<file path="src/rtl/rf_arb_pkg.sv">
// Shared types for the register-file write-port arbiter: widths, queued write entry, FSM states.
package rf_arb_pkg;
  localparam int REG_AW = 5;
  localparam int DATA_W = 32;

  typedef struct packed {
    logic [REG_AW-1:0] wr;
    logic [DATA_W-1:0] wd;
    logic              kill;
  } wb_entry_t;

  typedef enum logic [1:0] {
    ST_IDLE  = 2'd0,
    ST_WAIT  = 2'd1,
    ST_FORCE = 2'd2
  } arb_state_t;
endpackage

</file>
<file path="src/rtl/rf_wb_fifo.sv">
// Queue of buffered B-side register writes with per-entry kill-by-register match
// and a mask of registers that still have a live queued write.
module rf_wb_fifo
  import rf_arb_pkg::*;
#(
  parameter int DEPTH = 4
) (
  input  logic                      clk,
  input  logic                      rst,
  input  logic                      push,
  input  logic [REG_AW-1:0]         push_wr,
  input  logic [DATA_W-1:0]         push_wd,
  input  logic                      pop,
  input  logic                      kill_en,
  input  logic [REG_AW-1:0]         kill_wr,
  output logic [REG_AW-1:0]         head_wr,
  output logic [DATA_W-1:0]         head_wd,
  output logic                      head_kill,
  output logic                      full,
  output logic                      empty,
  output logic                      occupied_next,
  output logic [(1<<REG_AW)-1:0]    pend_mask
);
  localparam int PW = $clog2(DEPTH);
  localparam int CW = PW + 1;

  wb_entry_t        mem [DEPTH];
  logic [DEPTH-1:0] valid;
  logic [PW-1:0]    rd_ptr;
  logic [PW-1:0]    wr_ptr;
  logic [CW-1:0]    count;

  always_ff @(posedge clk or posedge rst) begin
    if (rst) begin
      valid  <= '0;
      rd_ptr <= '0;
      wr_ptr <= '0;
      count  <= '0;
      for (int i = 0; i < DEPTH; i++) mem[i] <= '0;
    end else begin
      // Only already-queued entries are squashed; the slot being written this cycle is not yet valid.
      for (int i = 0; i < DEPTH; i++)
        if (kill_en && valid[i] && mem[i].wr == kill_wr) mem[i].kill <= 1'b1;
      if (pop) begin
        valid[rd_ptr] <= 1'b0;
        rd_ptr        <= rd_ptr + 1'b1;
      end
      if (push) begin
        mem[wr_ptr]   <= '{wr: push_wr, wd: push_wd, kill: 1'b0};
        valid[wr_ptr] <= 1'b1;
        wr_ptr        <= wr_ptr + 1'b1;
      end
      count <= count + CW'(push) - CW'(pop);
    end
  end

  assign head_wr       = mem[rd_ptr].wr;
  assign head_wd       = mem[rd_ptr].wd;
  assign head_kill     = mem[rd_ptr].kill;
  assign full          = (count == CW'(DEPTH));
  assign empty         = (count == '0);
  assign occupied_next = push || (count > CW'(pop));

  always_comb begin
    pend_mask = '0;
    for (int i = 0; i < DEPTH; i++)
      if (valid[i] && !mem[i].kill) pend_mask[mem[i].wr] = 1'b1;
    pend_mask[0] = 1'b0;
  end
endmodule

</file>
<file path="src/rtl/rf_wb_arbiter.sv">
// Register-file write-port arbiter: WB stage (A) has priority, buffered B results drain when A is idle,
// and a starvation guard stalls WB for one cycle to force a drain. Optional stats via RF_ARB_STATS_EN.
module rf_wb_arbiter
  import rf_arb_pkg::*;
#(
  parameter int DEPTH      = 4,
  parameter int STARVE_MAX = 8
`ifdef RF_ARB_STATS_EN
  , parameter int CNT_W    = 16
`endif
) (
  input  logic        clk,
  input  logic        rst,
  input  logic        a_valid,
  input  logic [4:0]  a_wr,
  input  logic [31:0] a_wd,
  input  logic        b_valid,
  output logic        b_ready,
  input  logic [4:0]  b_wr,
  input  logic [31:0] b_wd,
  output logic        rf_we,
  output logic [4:0]  rf_wr,
  output logic [31:0] rf_wd,
  output logic        wb_stall,
  output logic [31:0] pend_mask,
  output logic        err_drop,
  output logic [1:0]  dbg_state
`ifdef RF_ARB_STATS_EN
  , output logic [CNT_W-1:0] stat_bgrant,
  output logic [CNT_W-1:0] stat_stall
`endif
);
  localparam int SW = $clog2(STARVE_MAX + 1);

  arb_state_t        state;
  logic [SW-1:0]     starve_cnt;
  logic              a_req, in_force, a_grant, b_grant, push;
  logic              full, empty, occupied_next, head_kill;
  logic [REG_AW-1:0] head_wr;
  logic [DATA_W-1:0] head_wd;

  // Valid/ready on B: a result transfers in any cycle where b_valid && b_ready; b_ready depends only
  // on registered occupancy, so a pop from a full queue does not reopen it until the next cycle.
  assign a_req    = a_valid && (a_wr != '0);
  assign in_force = (state == ST_FORCE);
  assign a_grant  = a_req && !in_force;
  assign b_grant  = !empty && (!a_req || in_force);
  assign b_ready  = !full;
  assign push     = b_valid && b_ready && (b_wr != '0);

  rf_wb_fifo #(.DEPTH(DEPTH)) u_fifo (
    .clk           (clk),
    .rst           (rst),
    .push          (push),
    .push_wr       (b_wr),
    .push_wd       (b_wd),
    .pop           (b_grant),
    .kill_en       (a_grant),
    .kill_wr       (a_wr),
    .head_wr       (head_wr),
    .head_wd       (head_wd),
    .head_kill     (head_kill),
    .full          (full),
    .empty         (empty),
    .occupied_next (occupied_next),
    .pend_mask     (pend_mask)
  );

  always_comb begin
    rf_we = 1'b0;
    rf_wr = '0;
    rf_wd = '0;
    if (a_grant) begin
      rf_we = 1'b1;
      rf_wr = a_wr;
      rf_wd = a_wd;
    end else if (b_grant) begin
      rf_we = !head_kill;
      rf_wr = head_wr;
      rf_wd = head_wd;
    end
  end

  always_ff @(posedge clk or posedge rst) begin
    if (rst) begin
      state      <= ST_IDLE;
      starve_cnt <= '0;
      wb_stall   <= 1'b0;
      err_drop   <= 1'b0;
    end else begin
      wb_stall <= 1'b0;
      if (in_force && a_req) err_drop <= 1'b1;
      case (state)
        ST_IDLE: begin
          starve_cnt <= '0;
          state      <= occupied_next ? ST_WAIT : ST_IDLE;
        end
        ST_WAIT: begin
          if (b_grant) begin
            starve_cnt <= '0;
            state      <= occupied_next ? ST_WAIT : ST_IDLE;
          end else if (starve_cnt == SW'(STARVE_MAX - 1)) begin
            starve_cnt <= '0;
            state      <= ST_FORCE;
            wb_stall   <= 1'b1;
          end else begin
            starve_cnt <= starve_cnt + 1'b1;
          end
        end
        ST_FORCE: begin
          starve_cnt <= '0;
          state      <= occupied_next ? ST_WAIT : ST_IDLE;
        end
        default: state <= ST_IDLE;
      endcase
    end
  end

  assign dbg_state = state;

`ifdef RF_ARB_STATS_EN
  always_ff @(posedge clk or posedge rst) begin
    if (rst) begin
      stat_bgrant <= '0;
      stat_stall  <= '0;
    end else begin
      if (b_grant && stat_bgrant != '1) stat_bgrant <= stat_bgrant + 1'b1;
      if (in_force && stat_stall != '1) stat_stall <= stat_stall + 1'b1;
    end
  end
`endif
endmodule

</file>
<file path="config.mk">
export PLATFORM = sky130hd
export DESIGN_NAME = rf_wb_arbiter
export DESIGN_NICKNAME = d
export VERILOG_FILES = /design/src/rtl/rf_arb_pkg.sv /design/src/rtl/rf_wb_fifo.sv /design/src/rtl/rf_wb_arbiter.sv
export SDC_FILE = /design/constraint.sdc
export NUM_CORES = 1
export LEC_CHECK = 0
export CAP_MARGIN = 15
export CORE_ASPECT_RATIO = 0.75
export CORE_MARGIN = 2
export CORE_UTILIZATION = 55
export DETAILED_ROUTE_END_ITERATION = 10
export GPL_TIMING_DRIVEN = 0
export PLACE_DENSITY = 0.82
export SETUP_SLACK_MARGIN = 0.3
export SLEW_MARGIN = 20
export SYNTH_ARGS = -nofsm -noshare
export SYNTH_HDL_FRONTEND = slang
export SYNTH_HIERARCHICAL = 1
export SYNTH_SLANG_ARGS = --single-unit
export TNS_END_PERCENT = 30
</file>
<file path="constraint.sdc">
create_clock -name clk -period 9.35 [get_ports clk]
set_clock_uncertainty 0.05 [all_clocks]
set_input_delay 1.87 -clock clk [delete_from_list [all_inputs] [get_ports clk]]
set_output_delay 1.87 -clock clk [all_outputs]
set_load 0.1 [all_outputs]
</file>
==> run_summary.xml <==
<?xml version="1.0" encoding="UTF-8"?>
<metrics>
  <group name="run_status">
    <metric name="run_status" unit="">finished clean</metric>
  </group>
  <group name="synth">
    <metric name="synth_seq_area_share" unit="">0.446</metric>
    <metric name="synth_top_cells_by_area" unit="">dfrtp_1, mux2_2, mux4_2</metric>
    <metric name="synth-warning-count" unit="">6</metric>
    <metric name="ys_seq_elements" unit="">171</metric>
    <metric name="asyncSetResetFlopFracSynth" unit="">1.00</metric>
    <metric name="synth_top_flop_cell" unit="">dfrtp_1</metric>
    <metric name="synth_most_common_cell" unit="">dfrtp_1</metric>
    <metric name="synth.area.mux_share" unit="">0.263</metric>
    <metric name="yosys.area_share.adder" unit="">0.0190</metric>
    <metric name="post_synth_inst_count" unit="">789</metric>
    <metric name="synth_simple_gate_area_share" unit="">0.117</metric>
    <metric name="netlist.top_cell.by_area" unit="">dfrtp_1</metric>
    <metric name="post_synth_edffs" unit="">0</metric>
    <metric name="synth_xor_xnor_area_share" unit="">0.0210</metric>
    <metric name="synth_top_family_by_area" unit="">multiplexers</metric>
    <metric name="yosysTopAreaCellShare" unit="">0.446</metric>
    <metric name="synth_cell_type_count" unit="">59</metric>
    <metric name="synth_compound_gate_area_share" unit="">0.0907</metric>
    <metric name="synth.top_cells.by_count" unit="">dfrtp_1, mux2_2, nand2_1, buf_2, mux4_2</metric>
    <metric name="synthesized_area" unit="µm²">9600</metric>
    <metric name="syn-num-nets" unit="">881</metric>
    <metric name="synthesis.area_per_instance" unit="µm²">12.2</metric>
  </group>
  <group name="routing">
    <metric name="drt_pre_antenna_iters" unit="">5</metric>
    <metric name="detail_route.drc_violations" unit="">0</metric>
    <metric name="first_iter_violations" unit="">830</metric>
    <metric name="drtAntennaViolNets" unit="">0</metric>
    <metric name="routed_wirelength" unit="µm">25500</metric>
    <metric name="vias_per_cell" unit="">6.22</metric>
    <metric name="via_count" unit="">7392</metric>
    <metric name="detail_route.wl_per_cell" unit="µm">21.5</metric>
  </group>
  <group name="clocking">
    <metric name="cts.path.max_buffers" unit="">2</metric>
    <metric name="worst_setup_hold_path_clk_slew" unit="ns">0.07</metric>
    <metric name="h-tree-depth" unit="">4</metric>
    <metric name="cts-resized-gates" unit="">0</metric>
    <metric name="clock-sinks" unit="">171</metric>
    <metric name="clk_latency" unit="ns">0.42</metric>
    <metric name="root_buffer" unit="">clkbuf_16</metric>
    <metric name="tritoncts.num_buffers" unit="">17</metric>
    <metric name="cts_tree" unit="">done</metric>
    <metric name="post_cts_hold_buffer_count" unit="">0</metric>
    <metric name="post_cts.repair.setup_buffers" unit="">0</metric>
  </group>
  <group name="floorplan">
    <metric name="design.portCount" unit="">153</metric>
    <metric name="floorplan.initialDensity" unit="">0.567</metric>
    <metric name="row_count" unit="">41</metric>
    <metric name="floorplan.core_area" unit="µm²">16900</metric>
    <metric name="fp.dieArea" unit="µm²">18500</metric>
    <metric name="fp.dieW" unit="µm">157</metric>
    <metric name="fp.dieH" unit="µm">118</metric>
  </group>
  <group name="setup_path">
    <metric name="ff2ff_path_depth" unit="">9</metric>
    <metric name="worst-path-max-fanout" unit="">13</metric>
    <metric name="cp.required" unit="ns">7.43</metric>
    <metric name="critPathBufInv" unit="">5</metric>
    <metric name="levels_on_crit_path" unit="">9</metric>
    <metric name="max_stage_delay_cell_worst_path" unit="">clkdlybuf4s50_1</metric>
    <metric name="endpoint_kind" unit="">primary output</metric>
    <metric name="critPathMaxStageDelay" unit="ns">1.17</metric>
    <metric name="critical-path-top-cell-by-count" unit="">clkdlybuf4s50_1</metric>
    <metric name="path_delay_family" unit="">buffers and inverters</metric>
    <metric name="crit_chain" unit="">clkdlybuf4s50_1, or3_4, o21ai_4, inv_2, buf_4, buf_6, nand2_1, o21ai_0, clkdlybuf4s50_1</metric>
    <metric name="worst-endpoint-arrival" unit="ns">4.91</metric>
    <metric name="setup.worst_path.class" unit="">input pin to primary output</metric>
    <metric name="start_kind" unit="">input pin</metric>
  </group>
  <group name="place">
    <metric name="post-dp-hpwl" unit="µm">18100</metric>
    <metric name="port_buffers" unit="">151</metric>
    <metric name="gp_congestion" unit="">0.958</metric>
  </group>
  <group name="final_layout">
    <metric name="antennaDiodeCount" unit="">0</metric>
    <metric name="final_layout_size_suffix_gt1_frac" unit="">0.286</metric>
    <metric name="flow.area_growth_from_synthesis" unit="%">24.7</metric>
    <metric name="finish.net_count" unit="">1052</metric>
  </group>
  <group name="timing">
    <metric name="finalSetupViolations" unit="">0</metric>
    <metric name="rsz0062_at_grt" unit="">false</metric>
    <metric name="slew-limit-headroom" unit="">0.337</metric>
    <metric name="period_needed" unit="ns">6.83</metric>
    <metric name="worst-slew-pin-transition" unit="ns">0.991</metric>
    <metric name="final.setup.tns" unit="ns">0</metric>
    <metric name="final.period_utilization" unit="">0.731</metric>
    <metric name="timing.final.max_slew_violations" unit="">0</metric>
    <metric name="finalHoldViolCount" unit="">0</metric>
    <metric name="max_clk_rate" unit="MHz">146</metric>
  </group>
  <group name="global_route">
    <metric name="largest_net_degree_at_the_start_of_global_routing" unit="">109</metric>
    <metric name="grt_overflow" unit="">0</metric>
    <metric name="grtUsageTotal" unit="">0.285</metric>
    <metric name="number_of_global_route_vias_before_repair" unit="">7483</metric>
    <metric name="antenna_violations_before_repair" unit="">0</metric>
    <metric name="grt_first_pass_wirelength" unit="µm">40700</metric>
  </group>
  <group name="hold_path">
    <metric name="hold_path_depth" unit="">1</metric>
    <metric name="worstHoldPathType" unit="">flip-flop to flip-flop</metric>
  </group>
  <group name="flow_run">
    <metric name="cap_violations" unit="">0</metric>
  </group>
</metrics>
-- path summary, 6_finish.rpt --
| path | start | end | slack, ns |
|---|---|---|---|
| worst min-delay path | err_drop$_DFFE_PP0P_ | err_drop$_DFFE_PP0P_ | 0.43 |
| max in group asynchronous | rst | u_fifo/mem[145]$_DFFE_PP0P_ | 6.52 |
| worst min register to register | err_drop$_DFFE_PP0P_ | err_drop$_DFFE_PP0P_ | 0.43 |
| worst max register to register | u_fifo/count[0]$_DFF_PP0_ | dbg_state[0]$_DFFE_PP0P_ | 6.54 |
| min in group asynchronous | rst | starve_cnt[0]$_DFFE_PP0P_ | 1.80 |
| worst max-delay path | a_wr[0] | rf_wd[18] | 2.52 |
-- cell families after synthesis --
family	after synthesis
compound gates	121
mux	186
fa+ha+maj	14
xor+xnor	23
buf+inv	86
simple gates	187
other cells	1
flops	171
-- metal layers --
metal | vias to the layer above | share of wire | track usage
li1 | 3280 | - | -
met1 | 3730 | 0.44 | 0.422
met2 | 336 | 0.46 | 0.424
met3 | 46 | 0.087 | 0.0737
met4 | 0 | 0.017 | 0.0648
met5 | - | 0 | 0
-- flip-flops by register name (all words and copies together) (netlist names) --
name and count:
u_fifo/wr_ptr 2, dbg_state 2, starve_cnt 4, u_fifo/count 3
u_fifo/valid 4, u_fifo/rd_ptr 2, wb_stall 1, err_drop 1
u_fifo/mem 152
-- cell type report --
class	instances	area, µm²
Buffer	69	349
Fill cell	1223	4960
Multi-Input combinational cell	532	4910
Tap cell	215	269
Timing Repair Buffer	152	1540
Inverter	17	71.3
Clock inverter	12	108
Sequential cell	171	4280
Clock buffer	20	447
-- cell usage in the layout (no fill, tap or decap), drive strengths merged, types with 5 or more instances in the layout --
master / count
mux2: 148
nor3b: 11
and3b: 9
clkbuf: 41
xor2: 11
buf: 49
clkdlybuf4s50: 151
xnor2: 12
nand2: 61
nand3: 14
o21ai: 39
nor2: 5
nand2b: 36
clkinv: 5
or3b: 6
a22o: 5
a22oi: 31
nand3b: 10
mux4: 38
o221ai: 31
dfrtp: 171
ha: 13
nor3: 7
inv: 22
-- through the flow --
step	worst slack (ns)	instance area, µm²	utilization	hold slack (ns)	cells
6_report	2.52	12000	0.707	0.433	1188
5_1_grt	2.46	12000	0.707	0.449	1188
4_1_cts	2.53	12000	0.707	0.433	1188
3_5_place_dp	2.52	11400	0.674	0.417	1156
3_3_place_gp	0.899	11400	0.672	0.409	1155
2_1_floorplan	2.67	9600	-	0.424	789
Power is left out: the tool's default activity adds up to more than one toggle a clock period on the data nets, which glitch-free logic cannot reach.
